`config.mk`:
```
export PLATFORM = sky130hd
export DESIGN_NAME = clock_mode_ctrl
export DESIGN_NICKNAME = d
export VERILOG_FILES = /design/src/rtl/clock_mode_ctrl.sv
export SDC_FILE = /design/constraint.sdc
export NUM_CORES = 1
export LEC_CHECK = 0
export CAP_MARGIN = 20
export CORE_AREA = 5 5 73 75
export DETAILED_ROUTE_END_ITERATION = 6
export DIE_AREA = 0 0 78 80
export GPL_TIMING_DRIVEN = 0
export PLACE_DENSITY_LB_ADDON = 0.15
export SETUP_SLACK_MARGIN = 0.05
export SLEW_MARGIN = 5
export SYNTH_ARGS = -nofsm -noshare
export SYNTH_HDL_FRONTEND = slang
export SYNTH_SLANG_ARGS = --single-unit
```
`constraint.sdc`:
```
create_clock -name clk -period 2.2 [get_ports clk]
set_input_delay 0.33 -clock clk [delete_from_list [all_inputs] [get_ports clk]]
set_output_delay 0.33 -clock clk [all_outputs]
set_load 0.01 [all_outputs]
```
`src/rtl/clock_mode_ctrl.sv`:
```
`default_nettype none
// ============================================================================
// clock_mode_ctrl : debounced button front end and RUN/SET/COMMIT sequencer
// Rev 1.0
// ============================================================================
module clock_mode_ctrl #(
  parameter int DEBOUNCE_CYC = 4,
  parameter int TIMEOUT_CYC  = 600,
  parameter int CNT_W        = 10
) (
  input  logic       clk,
  input  logic       rst,
  input  logic       mode_btn_raw,
  input  logic       inc_btn_raw,
  input  logic       sel_btn_raw,
  input  logic       set_ack,
  input  logic       alarm_ack,
  output logic       set_time_en,
  output logic       set_alarm_en,
  output logic       mode_pulse,
  output logic       inc_pulse,
  output logic       load_time,
  output logic       load_alarm,
  output logic       timeout_flag,
  output logic [1:0] state_o
);

  localparam logic [1:0] ST_RUN       = 2'd0;
  localparam logic [1:0] ST_SET_TIME  = 2'd1;
  localparam logic [1:0] ST_SET_ALARM = 2'd2;
  localparam logic [1:0] ST_COMMIT    = 2'd3;

  localparam logic [CNT_W-1:0] C_DB_LAST  = CNT_W'(DEBOUNCE_CYC - 1);
  localparam logic [CNT_W-1:0] C_TMO_LAST = CNT_W'(TIMEOUT_CYC - 1);

  logic [2:0] w_raw;
  logic [2:0] w_prs;
  assign w_raw = {sel_btn_raw, inc_btn_raw, mode_btn_raw};

  generate
    for (genvar gi = 0; gi < 3; gi++) begin : g_btn
      logic             sync1_q;
      logic             sync2_q;
      logic             level_q;
      logic             prs_q;
      logic [CNT_W-1:0] dbc_q;

      // Level flips only after DEBOUNCE_CYC consecutive disagreeing cycles.
      always_ff @(posedge clk) begin
        if (!rst) begin
          sync1_q <= 1'b0;
          sync2_q <= 1'b0;
          level_q <= 1'b0;
          prs_q   <= 1'b0;
          dbc_q   <= '0;
        end else begin
          sync1_q <= w_raw[gi];
          sync2_q <= sync1_q;
          prs_q   <= 1'b0;
          if (sync2_q != level_q) begin
            if (dbc_q == C_DB_LAST) begin
              level_q <= sync2_q;
              prs_q   <= sync2_q;
              dbc_q   <= '0;
            end else begin
              dbc_q <= dbc_q + CNT_W'(1);
            end
          end else begin
            dbc_q <= '0;
          end
        end
      end

      assign w_prs[gi] = prs_q;
    end
  endgenerate

  logic w_prs_mode, w_prs_inc, w_prs_sel;
  assign w_prs_mode = w_prs[0];
  assign w_prs_inc  = w_prs[1];
  assign w_prs_sel  = w_prs[2];

  logic [1:0]       state_q, state_d;
  logic [CNT_W-1:0] tmo_q, tmo_d;
  logic             pend_q, pend_d;
  logic             mode_pulse_q, mode_pulse_d;
  logic             inc_pulse_q, inc_pulse_d;
  logic             load_time_q, load_time_d;
  logic             load_alarm_q, load_alarm_d;
  logic             timeout_q, timeout_d;
  logic             w_ack;

  assign w_ack = (state_q == ST_SET_TIME) ? set_ack : alarm_ack;

  // A confirming mode press is forwarded while still in SET_*, then the
  // pending flag moves the FSM to COMMIT on the following cycle so the
  // forwarded pulse never lands outside its enable.
  always_comb begin
    state_d      = state_q;
    tmo_d        = tmo_q;
    pend_d       = 1'b0;
    mode_pulse_d = 1'b0;
    inc_pulse_d  = 1'b0;
    load_time_d  = 1'b0;
    load_alarm_d = 1'b0;
    timeout_d    = 1'b0;
    case (state_q)
      ST_RUN: begin
        if (w_prs_mode) begin
          state_d = ST_SET_TIME;
          tmo_d   = '0;
        end else if (w_prs_sel) begin
          state_d = ST_SET_ALARM;
          tmo_d   = '0;
        end
      end
      ST_SET_TIME, ST_SET_ALARM: begin
        if (pend_q) begin
          state_d      = ST_COMMIT;
          load_time_d  = (state_q == ST_SET_TIME);
          load_alarm_d = (state_q == ST_SET_ALARM);
        end else if (w_prs_mode) begin
          mode_pulse_d = 1'b1;
          tmo_d        = '0;
          pend_d       = w_ack;
        end else if (w_prs_inc) begin
          inc_pulse_d = 1'b1;
          tmo_d       = '0;
        end else if (tmo_q == C_TMO_LAST) begin
          state_d   = ST_RUN;
          timeout_d = 1'b1;
        end else begin
          tmo_d = tmo_q + CNT_W'(1);
        end
      end
      ST_COMMIT: state_d = ST_RUN;
      default:   state_d = ST_RUN;
    endcase
  end

  always_ff @(posedge clk) begin
    if (!rst) begin
      state_q      <= ST_RUN;
      tmo_q        <= '0;
      pend_q       <= 1'b0;
      mode_pulse_q <= 1'b0;
      inc_pulse_q  <= 1'b0;
      load_time_q  <= 1'b0;
      load_alarm_q <= 1'b0;
      timeout_q    <= 1'b0;
    end else begin
      state_q      <= state_d;
      tmo_q        <= tmo_d;
      pend_q       <= pend_d;
      mode_pulse_q <= mode_pulse_d;
      inc_pulse_q  <= inc_pulse_d;
      load_time_q  <= load_time_d;
      load_alarm_q <= load_alarm_d;
      timeout_q    <= timeout_d;
    end
  end

  assign set_time_en  = (state_q == ST_SET_TIME);
  assign set_alarm_en = (state_q == ST_SET_ALARM);
  assign mode_pulse   = mode_pulse_q;
  assign inc_pulse    = inc_pulse_q;
  assign load_time    = load_time_q;
  assign load_alarm   = load_alarm_q;
  assign timeout_flag = timeout_q;
  assign state_o      = state_q;

endmodule
`default_nettype wire
```
==> impl_metrics.csv <==
group,metric,value,unit
status,status,"finished, final reports clean",
setup_path,worstSetupPathType,"flop to flop",
drt,vias,2015,
setup_path,worst_ep_arrival_time,2.32,ns
synthesis,yosys.area_share.simple,0.294,
drt,firstDrtPassIters,4,
pwr,power_frac_seq,0.416,
placement,gp_congestion,0.786,
timing,worstMarginPinSlew,0.582,ns
drt,wl_per_cell,12.7,um
global_route,grt_max_degree,11,
die,core,4600,um^2
clocking,cts_tree,"yes",
die,start_util,0.563,
cells_and_area,finish.instance_area,3080,um^2
pwr,max-vdd-ir-drop,636,uV
cells_and_area,stdcell_count,375,
hold_path,hp-class,"flop to flop",
run,cap_viol_max_count,0,
timing,rsz0062_at_grt,"false",
timing,slew_viol_final,0,
global_route,grt_pass1_vias,1881,
global_route,grt_use_total,0.167,
setup_path,cp-start-kind,"flop",
clocking,cts_buffer_depth,2,
setup_path,r2r-start,"state_o[0]",
timing,maxSlewHeadroom,0.610,
synthesis,async_flop_share,0,
timing,fin_crit_sh,0.934,
die,die_h,80,um
drt,drt.antenna.violating_nets,0,
die,dieWidth,78,um
clocking,htree_levels,3,
cells_and_area,final_nets,331,
drt,drc,0,
drt,drt-initial-drc-count,86,
drt,dr.max_layer_used,"met4",
synthesis,synth_top_area_share,0.464,
pwr,total_leakage_power,0.00107,uW
clocking,cts-hold-fix-buffers,0,
synthesis,synth_area_leaders,"dfxtp_1 46%, nor2_1 6.4%, xnor2_1 5.1%",
synthesis,synth_most_common_cell,"dfxtp_1",
die,ios,16,
placement,portBuffers,15,
clocking,cts_buffers,9,
cells_and_area,drive_above_1_share,0.115,
drt,routed-wl-met3,169,um
timing,setup_violations,0,
timing,period_needed,2.05,ns
synthesis,ys_warn_count,0,
synthesis,syn_nets,300,
synthesis,synth_xor_area_frac,0.0914,
placement,dpl_cell_area,2810,um^2
timing,setup-tns-final,0,ns
global_route,grt_pass1_wl,8260,um
synthesis,syn_area,2590,um^2
placement,dp.cells,354,
placement,dpl.hpwl,3230,um
setup_path,required,2.46,ns
hold_path,hold_path_depth,1,
synthesis,synth-adder-area-share,0.0387,
pwr,power,2760,uW
timing,fin_hold_ws,0.433,ns
pwr,switching_share,0.270,
clocking,clk_pin_slew,0.07,ns
die,die-area,6240,um^2
synthesis,muxShareOfSynthArea,0.0155,
clocking,cts-root-buf,"clkbuf_8",
hold_path,whs_endpoint,"g_btn[1].sync2_q",
pwr,power_density,899,nW/um^2
die,rows,25,
synthesis,yosys.area.top_type,"dfxtp_1",
drt,routed_wl,4780,um
synthesis,ys_ff_latch,60,
pwr,p_switching,745,uW
setup_path,cp-end-kind,"flop",
cells_and_area,syn_to_final_growth,18.9,%
drt,m1WireLength,2480,um
setup_path,worstPathMaxFanout,7,
synthesis,synth_compound_area_frac,0.0754,
setup_path,reg2reg_depth,5,
global_route,grt-ovfl-total,0,
drt,dr_wl_met2,2030,um
synthesis,synth_cell_types,38,
drt,vias_per_cell,5.37,
setup_path,timing.rr.end,"tmo_q[1]",
cells_and_area,diodes,0,
global_route,antenna_found_initial,0,
timing,skew,0.0123,ns
synthesis,synth-seq-area-share,0.464,
timing,hold_viol_final,0,
timing,fmax,487,MHz
synthesis,synth_commonest_cells,"60 x dfxtp_1, 44 x nor2_1, 24 x nand2_1, 17 x nand3_1, 15 x xnor2_1",
synthesis,synth_area_per_cell,9.08,um^2
pwr,p_int,2020,uW
synthesis,synth_top_family_by_area,"simple AND/OR/NAND/NOR gates",
hold_path,min_from,"g_btn[1].sync1_q",
pwr,combPwrFrac,0.208,
pwr,clock_power_share,0.376,
synthesis,ys.flop_type,"dfxtp_1",
setup_path,worst-r2r-setup-slack,0.15,ns
synthesis,synth_cells,285,
clocking,cts.sinks,60,
clocking,clock_latency,0.34,ns
synthesis,synth_edf_count,0,
==> cells by family (layout without fill, tap and decap cells) <==
group,after synthesis,count (layout)
flops,60,60
xor+xnor,27,27
simple gates,144,144
mux,4,4
compound gates,28,28
buf+inv,14,50
fa+ha+maj,8,8
==> repair_timing <==
item / CTS / global route
gates cloned: 0 / 0
gates resized for setup: 2 / 3
setup buffers: 1 / 4
endpoints found under the setup margin: 8 / 10
pin swaps: 1 / 2
==> registers in the layout (all words and copies together) (netlist names) <==
| name | flops |
|---|---|
| g_btn.prs_q | 3 |
| g_btn.sync1_q | 3 |
| pend_q | 1 |
| g_btn.sync2_q | 3 |
| timeout_flag | 1 |
| tmo_q | 10 |
| inc_pulse | 1 |
| g_btn.level_q | 3 |
| mode_pulse | 1 |
| state_o | 2 |
| load_time | 1 |
| load_alarm | 1 |
| g_btn.dbc_q | 30 |
==> worst max-delay path: stages, from the launching register on <==
cell and delay (ns):
dfxtp_2 0.37, inv_1 0.10, ha_4 0.31, or3b_4 0.43, or4b_2 0.61, a21oi_1 0.15
==> layout make-up <==
type                    instances  area [um^2]
plain buffers                   5         18.8
clock buffers                  13          169
clock inverters                 3         43.8
fillers                       382         1520
inverters                       9         33.8
multi-input cells             211         1350
flip-flops and latches         60         1200
well taps                      54         67.6
repair buffers                 20          188
==> per-stage QoR <==
step                utilization  setup WS [ns]
floorplan                     -         0.0899
global placement          0.610        -0.0167
detailed placement        0.610        -0.0529
CTS                       0.661         0.0746
global route              0.669         0.0363
finish                    0.669          0.146
==> routing by layer <==
metal	track usage	vias to the layer above
li1	-	1062
met1	0.206	917
met2	0.255	27
met3	0.0542	9
met4	0.0912	0
met5	0	-
==> cells in the final DEF, fill, tap and decap left out, drive strengths merged, types with 3 or more instances in the layout <==
master and n:
a31oi 3, buf 5, nand4 5, or4b 3, clkdlybuf4s50 15, or3b 3, nand2 24, o221a 4
dfxtp 60, inv 9, xnor2 15, mux2i 4, and2 8, nand3 17, o31ai 4, nor3 13
xor2 12, o21ai 5, or4 4, nor3b 3, nor2 44, nor4 7, ha 8, a21oi 8
clkbuf 18, nand3b 3
==> worst max path at each step <==
stage	depth (start not counted)	from	slack [ns]	to
floorplan	5	state_o[0]	0.09	tmo_q[1]
global route	7	state_o[0]	0.04	tmo_q[3]
finish	5	state_o[0]	0.15	tmo_q[1]
CTS	5	state_o[0]	0.07	tmo_q[1]
global placement	6	state_o[0]	-0.02	tmo_q[1]
detailed placement	6	state_o[0]	-0.05	tmo_q[1]
==> power by group through the flow <==
| stage | combinational, uW | sequential (uW) | clock [uW] |
|---|---|---|---|
| 4_1_cts | 539 | 1150 | 1060 |
| 3_3_place_gp | 476 | 1170 | 0 |
| 6_report | 576 | 1150 | 1040 |
| 5_1_grt | 629 | 1160 | 1110 |
| 3_5_place_dp | 480 | 1170 | 0 |
| 2_1_floorplan | 334 | 1170 | 0 |
Power figures use the tool's default switching activity.
